==> config.mk <==
export PLATFORM = sky130hd
export DESIGN_NAME = vga_draw_arbiter
export DESIGN_NICKNAME = d
export VERILOG_FILES = /design/src/rtl/vga_draw_arbiter.sv
export SDC_FILE = /design/constraint.sdc
export NUM_CORES = 1
export LEC_CHECK = 0
export CAP_MARGIN = 20
export CORE_ASPECT_RATIO = 0.8
export CORE_UTILIZATION = 49
export DETAILED_ROUTE_END_ITERATION = 6
export GPL_TIMING_DRIVEN = 1
export PLACE_DENSITY = 0.77
export SLEW_MARGIN = 0
export SYNTH_ARGS = -nofsm -noshare
export SYNTH_HDL_FRONTEND = slang
export SYNTH_SLANG_ARGS = --single-unit
==> constraint.sdc <==
create_clock -name clk -period 5.6 [get_ports clk]
set_input_delay 1.12 -clock clk [delete_from_list [all_inputs] [get_ports clk]]
set_output_delay 1.12 -clock clk [all_outputs]
set_load 0.01 [all_outputs]
==> src/rtl/vga_draw_arbiter.sv <==
// vga_draw_arbiter: arbitrates one clear source and two rectangle-fill sources
// onto the single VGA pixel-write port. One command at a time, rasterised
// row-major at one pixel per clock. All outputs are registered.
module vga_draw_arbiter #(
    parameter int          SCREEN_W     = 320,
    parameter int          SCREEN_H     = 240,
    parameter logic [2:0]  CLEAR_COLOUR = 3'b000
) (
    input  logic        clk,
    input  logic        rst,
    input  logic        clear_req,
    output logic        clear_ack,
    output logic        clear_done,
    input  logic        req0,
    input  logic        req1,
    input  logic [8:0]  rx0,
    input  logic [8:0]  rx1,
    input  logic [7:0]  ry0,
    input  logic [7:0]  ry1,
    input  logic [8:0]  rw0,
    input  logic [8:0]  rw1,
    input  logic [7:0]  rh0,
    input  logic [7:0]  rh1,
    input  logic [2:0]  rc0,
    input  logic [2:0]  rc1,
    output logic        ack0,
    output logic        ack1,
    output logic        done0,
    output logic        done1,
    output logic [8:0]  x,
    output logic [7:0]  y,
    output logic [2:0]  colour,
    output logic        plot,
    output logic        busy
);

    typedef enum logic [1:0] {
        ST_IDLE = 2'b00,
        ST_DRAW = 2'b01,
        ST_FIN  = 2'b10
    } state_t;

    localparam logic [1:0] OWN_CLR = 2'd0;
    localparam logic [1:0] OWN_R0  = 2'd1;
    localparam logic [1:0] OWN_R1  = 2'd2;

    // Geometry is carried in 10 bits so SCREEN_W / SCREEN_H themselves fit.
    localparam logic [9:0] SCR_W = 10'(SCREEN_W);
    localparam logic [9:0] SCR_H = 10'(SCREEN_H);

    // Clip a span to the screen: zero when it starts off-screen or is empty.
    function automatic logic [9:0] clip_len(input logic [9:0] org,
                                            input logic [9:0] len,
                                            input logic [9:0] lim);
        logic [9:0] avail;
        if ((org >= lim) || (len == 10'd0)) begin
            return 10'd0;
        end else begin
            avail = lim - org;
            return (len < avail) ? len : avail;
        end
    endfunction

    // Registered state and outputs
    state_t      state_r;
    logic [1:0]  owner_r;
    logic        rr_last1_r;      // 1: req1 was granted last, so req0 is favoured
    logic [9:0]  x0_r, xlast_r, ylast_r, cx_r, cy_r;
    logic [2:0]  col_lat_r;
    logic [8:0]  x_r;
    logic [7:0]  y_r;
    logic [2:0]  colour_r;
    logic        plot_r, busy_r;
    logic        clear_ack_r, ack0_r, ack1_r;
    logic        clear_done_r, done0_r, done1_r;

    // Next-state values
    state_t      state_s;
    logic [1:0]  owner_s;
    logic        rr_last1_s;
    logic [9:0]  x0_s, xlast_s, ylast_s, cx_s, cy_s;
    logic [2:0]  col_lat_s;
    logic [8:0]  x_s;
    logic [7:0]  y_s;
    logic [2:0]  colour_s;
    logic        plot_s, busy_s;
    logic        clear_ack_s, ack0_s, ack1_s;
    logic        clear_done_s, done0_s, done1_s;

    // Arbitration and selected command fields
    logic        gnt_clr_s, gnt0_s, gnt1_s;
    logic [9:0]  org_x_s, org_y_s, len_w_s, len_h_s;
    logic [2:0]  col_s;
    logic [9:0]  ew_s, eh_s;

    // Priority/round-robin grant and mux of the winner's command fields.
    always_comb begin
        gnt_clr_s = clear_req;
        gnt0_s    = ~clear_req & req0 & (~req1 | rr_last1_r);
        gnt1_s    = ~clear_req & req1 & (~req0 | ~rr_last1_r);
        org_x_s   = 10'd0;
        org_y_s   = 10'd0;
        len_w_s   = 10'd0;
        len_h_s   = 10'd0;
        col_s     = 3'b000;
        if (gnt_clr_s) begin
            len_w_s = SCR_W;
            len_h_s = SCR_H;
            col_s   = CLEAR_COLOUR;
        end else if (gnt0_s) begin
            org_x_s = {1'b0, rx0};
            org_y_s = {2'b00, ry0};
            len_w_s = {1'b0, rw0};
            len_h_s = {2'b00, rh0};
            col_s   = rc0;
        end else if (gnt1_s) begin
            org_x_s = {1'b0, rx1};
            org_y_s = {2'b00, ry1};
            len_w_s = {1'b0, rw1};
            len_h_s = {2'b00, rh1};
            col_s   = rc1;
        end else begin
            col_s   = 3'b000;
        end
        ew_s = clip_len(org_x_s, len_w_s, SCR_W);
        eh_s = clip_len(org_y_s, len_h_s, SCR_H);
    end

    // FSM next-state and next-output logic.
    always_comb begin
        state_s      = state_r;
        owner_s      = owner_r;
        rr_last1_s   = rr_last1_r;
        x0_s         = x0_r;
        xlast_s      = xlast_r;
        ylast_s      = ylast_r;
        cx_s         = cx_r;
        cy_s         = cy_r;
        col_lat_s    = col_lat_r;
        x_s          = x_r;
        y_s          = y_r;
        colour_s     = colour_r;
        plot_s       = 1'b0;
        busy_s       = busy_r;
        clear_ack_s  = 1'b0;
        ack0_s       = 1'b0;
        ack1_s       = 1'b0;
        clear_done_s = 1'b0;
        done0_s      = 1'b0;
        done1_s      = 1'b0;
        case (state_r)
            ST_IDLE: begin
                if (gnt_clr_s | gnt0_s | gnt1_s) begin
                    busy_s      = 1'b1;
                    clear_ack_s = gnt_clr_s;
                    ack0_s      = gnt0_s;
                    ack1_s      = gnt1_s;
                    if (gnt_clr_s) begin
                        owner_s = OWN_CLR;
                    end else if (gnt0_s) begin
                        owner_s    = OWN_R0;
                        rr_last1_s = 1'b0;
                    end else begin
                        owner_s    = OWN_R1;
                        rr_last1_s = 1'b1;
                    end
                    x0_s      = org_x_s;
                    cx_s      = org_x_s;
                    cy_s      = org_y_s;
                    xlast_s   = org_x_s + ew_s - 10'd1;
                    ylast_s   = org_y_s + eh_s - 10'd1;
                    col_lat_s = col_s;
                    if ((ew_s == 10'd0) || (eh_s == 10'd0)) begin
                        state_s = ST_FIN;
                    end else begin
                        state_s = ST_DRAW;
                    end
                end else begin
                    state_s = ST_IDLE;
                end
            end
            ST_DRAW: begin
                plot_s   = 1'b1;
                x_s      = cx_r[8:0];
                y_s      = cy_r[7:0];
                colour_s = col_lat_r;
                if (cx_r == xlast_r) begin
                    cx_s = x0_r;
                    if (cy_r == ylast_r) begin
                        state_s = ST_FIN;
                    end else begin
                        cy_s = cy_r + 10'd1;
                    end
                end else begin
                    cx_s = cx_r + 10'd1;
                end
            end
            ST_FIN: begin
                busy_s       = 1'b0;
                clear_done_s = (owner_r == OWN_CLR);
                done0_s      = (owner_r == OWN_R0);
                done1_s      = (owner_r == OWN_R1);
                state_s      = ST_IDLE;
            end
            default: begin
                busy_s  = 1'b0;
                state_s = ST_IDLE;
            end
        endcase
    end

    // State and output registers with asynchronous active-low reset.
    always_ff @(posedge clk or negedge rst) begin
        if (!rst) begin
            state_r      <= ST_IDLE;
            owner_r      <= OWN_CLR;
            rr_last1_r   <= 1'b1;
            x0_r         <= 10'd0;
            xlast_r      <= 10'd0;
            ylast_r      <= 10'd0;
            cx_r         <= 10'd0;
            cy_r         <= 10'd0;
            col_lat_r    <= 3'b000;
            x_r          <= 9'd0;
            y_r          <= 8'd0;
            colour_r     <= 3'b000;
            plot_r       <= 1'b0;
            busy_r       <= 1'b0;
            clear_ack_r  <= 1'b0;
            ack0_r       <= 1'b0;
            ack1_r       <= 1'b0;
            clear_done_r <= 1'b0;
            done0_r      <= 1'b0;
            done1_r      <= 1'b0;
        end else begin
            state_r      <= state_s;
            owner_r      <= owner_s;
            rr_last1_r   <= rr_last1_s;
            x0_r         <= x0_s;
            xlast_r      <= xlast_s;
            ylast_r      <= ylast_s;
            cx_r         <= cx_s;
            cy_r         <= cy_s;
            col_lat_r    <= col_lat_s;
            x_r          <= x_s;
            y_r          <= y_s;
            colour_r     <= colour_s;
            plot_r       <= plot_s;
            busy_r       <= busy_s;
            clear_ack_r  <= clear_ack_s;
            ack0_r       <= ack0_s;
            ack1_r       <= ack1_s;
            clear_done_r <= clear_done_s;
            done0_r      <= done0_s;
            done1_r      <= done1_s;
        end
    end

    assign x          = x_r;
    assign y          = y_r;
    assign colour     = colour_r;
    assign plot       = plot_r;
    assign busy       = busy_r;
    assign clear_ack  = clear_ack_r;
    assign ack0       = ack0_r;
    assign ack1       = ack1_r;
    assign clear_done = clear_done_r;
    assign done0      = done0_r;
    assign done1      = done1_r;

endmodule
; After elaboration in Yosys (flattened, before gate mapping)
; Index checks and enable logic that the tools add are counted.
; W data, S select, Z words.
[word_totals]
regBits = 86
in_bits = 79
word_cells = 117
[classes]
add_sub_neg = 8
order_cmp = 4
n_eq_ne = 10
muxes = 46
bitwise = 13
reduce_logical = 16
[op_table]
columns = operator, n
row1 = $mux W10, 10
row2 = $mux W8, 6
row3 = $mux W9, 5
row4 = $logic_not A10 Y1, 4
row5 = $pmux W10 S2, 2
row6 = $add A10 B1 Y10 const B, 2
row7 = $add A10 B10 Y10, 2
row8 = $eq A10 B10 Y1, 2
row9 = $lt A10 B10 Y1, 2
row10 = $sub A10 B1 Y10 const B, 2
row11 = $mux W1, 12
row12 = $mux W2, 6
row13 = $ge A10 B8 Y1 const B, 1
row14 = $ge A10 B9 Y1 const B, 1
row15 = $sub A8 B10 Y10 const A, 1
row16 = $sub A9 B10 Y10 const A, 1
row17 = $mux W3, 3
row18 = $ne A2 B2 Y1 const B, 4
row19 = $reduce_and A2 Y1, 4
row20 = $not A1 Y1, 5
row21 = $and A1 B1 Y1, 4
row22 = $eq A2 B1 Y1 const B, 2
row23 = $eq A2 B2 Y1 const B, 2
row24 = $logic_not A2 Y1, 2
row25 = other kinds (7), 12

; Longest topological paths before layout
[logic_depth]
depth_word = 15
mapped_depth = 33

; Worst setup path before layout
; Ideal clock, no wire load.
[synth_timing]
kind = input to register
from = input clear_req
to = register xlast_r[9]
setup_time_ps = 134
t_arrival_ps = 6323
t_required_ps = 5466
path_slack_ps = -857
path_stages = 32
cell_sequence = clkbuf_1 > buf_2 > buf_2 > buf_2 > buf_2 > or2_2 > ha_1 > nand3b_1 > o41a_1 > ha_1 > a22o_1 > nor4_1 > o21ai_0 > a21oi_1 > a221o_1 > buf_6 > clkbuf_1 > nand2_1 > o21ai_0 > nand2_1 > ha_1 > inv_1 > ha_1 > fa_1 > a21o_1 > a21oi_1 > o21bai_1 > a21oi_1 > o21bai_1 > a21oi_1 > xor2_1 > o21ai_0
[synth_via]
elab_chain_len = 12
[synth_rtl]
columns = item, line
row1 = start: declaration, 11  ; input logic clear_req,
row2 = $not A1 Y1 (no line), --
row3 = $and A1 B1 Y1 (2 in series), 100  ; gnt1_s = ~clear_req & req1 & (~req0 | ~rr_last1_r);
row4 = $mux W9, 116  ; end else if (gnt1_s) begin
row5 = $mux W9, 110  ; end else if (gnt0_s) begin
row6 = $mux W10, 106  ; if (gnt_clr_s) begin
row7 = $sub A9 B10 Y10, 59  ; avail = lim - org;
row8 = $lt A10 B10 Y1, 60  ; return (len < avail) ? len : avail;
row9 = $mux W10, 60
row10 = $mux W10, 56  ; if ((org >= lim) || (len == 10'd0)) begin
row11 = $add A10 B10 Y10, 170  ; xlast_s = org_x_s + ew_s - 10'd1;
row12 = $sub A10 B1 Y10, 170
row13 = end signal: assignment, 240  ; xlast_r <= xlast_s;
row14 = end: declaration, 68  ; logic [9:0] x0_r, xlast_r, ylast_r, cx_r, cy_r;
; Parallel ways exist; a longest one is shown, timed or not.
; A chain may end at the register's enable or synchronous reset.

; Worst setup path in the final report
[layout_timing]
from = input req1
to = register xlast_r[9]
[layout_via]
elab_chain_len = 11
[layout_rtl]
columns = item, line
row1 = start: declaration, 15  ; input logic req1,
row2 = $and A1 B1 Y1 / $not A1 Y1 (equally long branches), "100, 99"
row3 = $and A1 B1 Y1 / $or A1 B1 Y1 (equally long branches), "100, 99"
row4 = $mux W9 / $and A1 B1 Y1 (equally long branches), "116, 99"
row5 = $mux W9, 110
row6 = $mux W10, 106
row7 = $sub A9 B10 Y10, 59
row8 = $lt A10 B10 Y1, 60
row9 = $mux W10, 60
row10 = $mux W10, 56
row11 = $add A10 B10 Y10, 170
row12 = $sub A10 B1 Y10, 170
; Parallel ways exist; a longest one is shown, timed or not.

==> impl_results.md <==
* Hold Buf Count CTS at 0
* Top-area cell type share of the netlist area at 0.3257
* Syn Std Cell Area at 0.006454 mm^2
* CP Max Fanout at 6
* Ys async rst share at 1.000
* Post-Synthesis Cells at roughly 800
* Wirelength per Cell at 16.11 um
* Top post-synthesis cells by area: dfrtp_1, ha_1, nand2_1
* Final setup fails at 1
* CP arrival at 5.88 ns
* Yosys reg bits at 85
* Distinct cells, synth at 70
* Fin. max-slew vios at 0
* Hold Fails Final Rpt at 0
* FMAX at 0.1766 GHz
* Via count at 6567
* TritonCTS Buffers at 9
* Most frequent cells in the layout: nand2_1, buf_4, clkdlybuf4s50_1
* Share of cells above drive strength 1 at 0.2066
* Die H at between 100 and 150 um
* Detailed Routing Iterations Pass 1 at 5
* Crit path required time at 5.81 ns
* Dpl hpwl at 14410 um
* Commonest non-fill, non-tap cell in the layout: nand2_1
* Kind of critical path: primary input to register
* Fillers at about 1000
* Vias in the first global route at roughly 6200
* Placed inst area at 0.008517 mm^2
* Setup WS post-layout at -0.06323 ns
* Slew @ Worst Pin at 0.8334 ns
* Hold Path Class: register to register
* Register area share after synthesis at 0.3298
* Vias per inst at 5.556
* # IOs at 107
* Pwr Total at roughly 2.1 mW
* GRT Total Usage at 0.2859
* H-tree Lvls at 3
* Clock Skews at approximately 0.0062 ns
* Fin nets at 1137
* Final TNS setup at -0.06323 ns
* Row cnt at 37
* Synthesis Warnings at 0
* Mean post-synth cell area at 8.118 um^2
* Input/output buffers at 106
* Leak pwr at 4.363 nW
* Yosys top cell by area: dfrtp_1
* Initial Util at 0.5015
* Routed wire length at about 19000 um
* Total of max-cap violations at 0
* RePlAce Congestion at 0.9435
* Worst vdd ir at 0.1431 mV
* Root buf cell: clkbuf_16
* Ys flop type: dfrtp_1
* Fin Hold WS at 0.4763 ns
* Die W at 130.3 um
* Crit-path most repeated cell: a21oi_2
* Status: complete, but fails checks
* Detailed Route Iter0 Violations at 553
* Initial antenna violation count at 0
* Slew margin rel. at 0.4431
* Critical Path Max Stage Delay at 0.37 ns
* DR DRC count at 0
* Clk pin slew, worst setup/hold paths at 0.06 ns
* Clock sink count at between 80 and 90
* CTS max path bufs at 2
* Slowest-stage cell, CP: a221o_1
* Setup repair after global routing missed its margin: true
* Largest net degree at the start of global routing at 86
* Post-route ant nets at 0
* CTS tree: yes
* P&R area growth vs syn at 41.14%
* Core Region at 0.01287 mm^2
* Grt total ovfl at 0
* Number of diodes at 0
* Crit path capture type: register
* Die area at 0.01364 mm^2
* Cell Pwr Density at between 200 and 250 mW/mm^2
* Post-synth EDFFs at 0
* Failing checks: negative setup slack
* First-pass GRT wire length at around 30000 um
* Min Tclk post-route at 5.663 ns
* Finished Cell Area at 0.009109 mm^2
* Final period utilization at 1.011
* Worst skew pair latency at around 0.34 ns
* Startpoint Class: primary input
-- per-stage QoR --
stage / util / worst slack [ns] / std cells
global placement: 0.6618 / -0.7884 / 1154
CTS: 0.6903 / -0.01817 / 1171
global route: 0.7078 / -0.3586 / 1182
floorplan: - / -0.2245 / 797
detailed placement: 0.6618 / -0.8523 / 1154
finish: 0.7078 / -0.06323 / 1182
-- kinds of logic (layout without fill, tap and decap cells) --
group                    count (synthesis)  in the layout  share of synthesized area
AO/OA/AOI/OAI                          221            221                     0.2295
XOR/XNOR                                52             52                    0.07057
adder cells (fa/ha/maj)                 55             55                     0.1090
buffers and inverters                  109            319                    0.06960
flip-flops                              85             85                     0.3298
multiplexers                             1              1                   0.001551
other                                    1              3                  0.0005811
AND/OR/NAND/NOR                        271            271                     0.1894
-- state kept, by name (all words and copies together) (netlist names) --
signal and flops:
ack0 1, ack1 1, busy 1, clear_ack 1, clear_done 1, col_lat_r 3, colour 3, cx_r 10
cy_r 10, done0 1, done1 1, owner_r 2, plot 1, rr_last1_r 1, state_r 2, x 9
x0_r 9, xlast_r 10, y 8, ylast_r 10
-- layout make-up --
class / instances / area (um^2) / area share
Clock buffer: 10 / 239.0 / 0.02624
Clock inverter: 5 / 61.31 / 0.006731
Inverter: 64 / 240.2 / 0.02637
Multi-Input combinational cell: 603 / 4101 / 0.4503
Sequential cell: 85 / 2128 / 0.2337
Tap cell: 175 / 219.0 / 0.02404
Timing Repair Buffer: 240 / 2120 / 0.2327
-- path summary, 6_finish.rpt --
check,end,from,cells past startpoint,slack (ns)
setup / recovery,xlast_r[9],req1,30,-0.06
hold / removal,x[0],x[0],2,0.48
setup reg to reg,xlast_r[9],rr_last1_r,27,0.25
hold reg to reg,x[0],x[0],2,0.48
max in group asynchronous,ylast_r[5],rst,2,4.26
min in group asynchronous,x[6],rst,1,0.74
-- worst max-delay path, delay by kind of cell --
kind / cells / cell delay (ns)
compound gates: 16 / 2.55
xor+xnor: 1 / 0.16
fa+ha+maj: 5 / 1.17
buf+inv: 5 / 0.59
simple gates: 3 / 0.29
-- where the power goes --
group	leakage [nW]	total, mW	internal [mW]	switching, mW
Sequential	1.12	0.615	0.614	0.000307
Combinational	3.11	0.880	0.472	0.408
Clock	0.137	0.591	0.355	0.236
-- cell usage after synthesis, types with 2 or more instances --
cell type	n
a211oi_1	2
a21o_1	10
a21oi_1	31
a221o_1	5
a22o_1	2
a22oi_1	10
a2bb2oi_1	2
a311o_1	2
a31oi_1	3
a32oi_1	26
and2_1	5
and3_1	3
and4_1	2
buf_2	14
buf_6	3
clkbuf_1	27
dfrtp_1	84
fa_1	2
ha_1	53
inv_1	61
inv_2	3
nand2_1	156
nand2b_1	5
nand3_1	12
nand3b_1	4
nand4_1	4
nor2_1	43
nor3_1	4
nor4_1	10
nor4b_1	2
o2111ai_1	2
o211ai_1	5
o21a_1	10
o21ai_0	77
o21ai_1	3
o21bai_1	8
o221ai_1	6
o22ai_1	2
o31ai_1	2
o32ai_1	2
or2_2	6
or3_1	4
xnor2_1	32
xor2_1	20
-- routing by layer --
| layer | part of all wire | GRT usage |
|---|---|---|
| met1 | 0.46 | 0.4160 |
| met2 | 0.46 | 0.4491 |
| met3 | 0.065 | 0.03789 |
| met4 | 0.015 | 0.06146 |
| met5 | 0 | 0 |
-- what timing repair did --
action / 4_1_cts / 5_1_grt
buffers inserted: 2 / 10
gates resized for setup: 19 / 39
setup endpoints to repair: 12 / 10
gates cloned: 0 / 0
pin swaps: 5 / 28
Note: power is estimated with default switching activity, not from simulation.
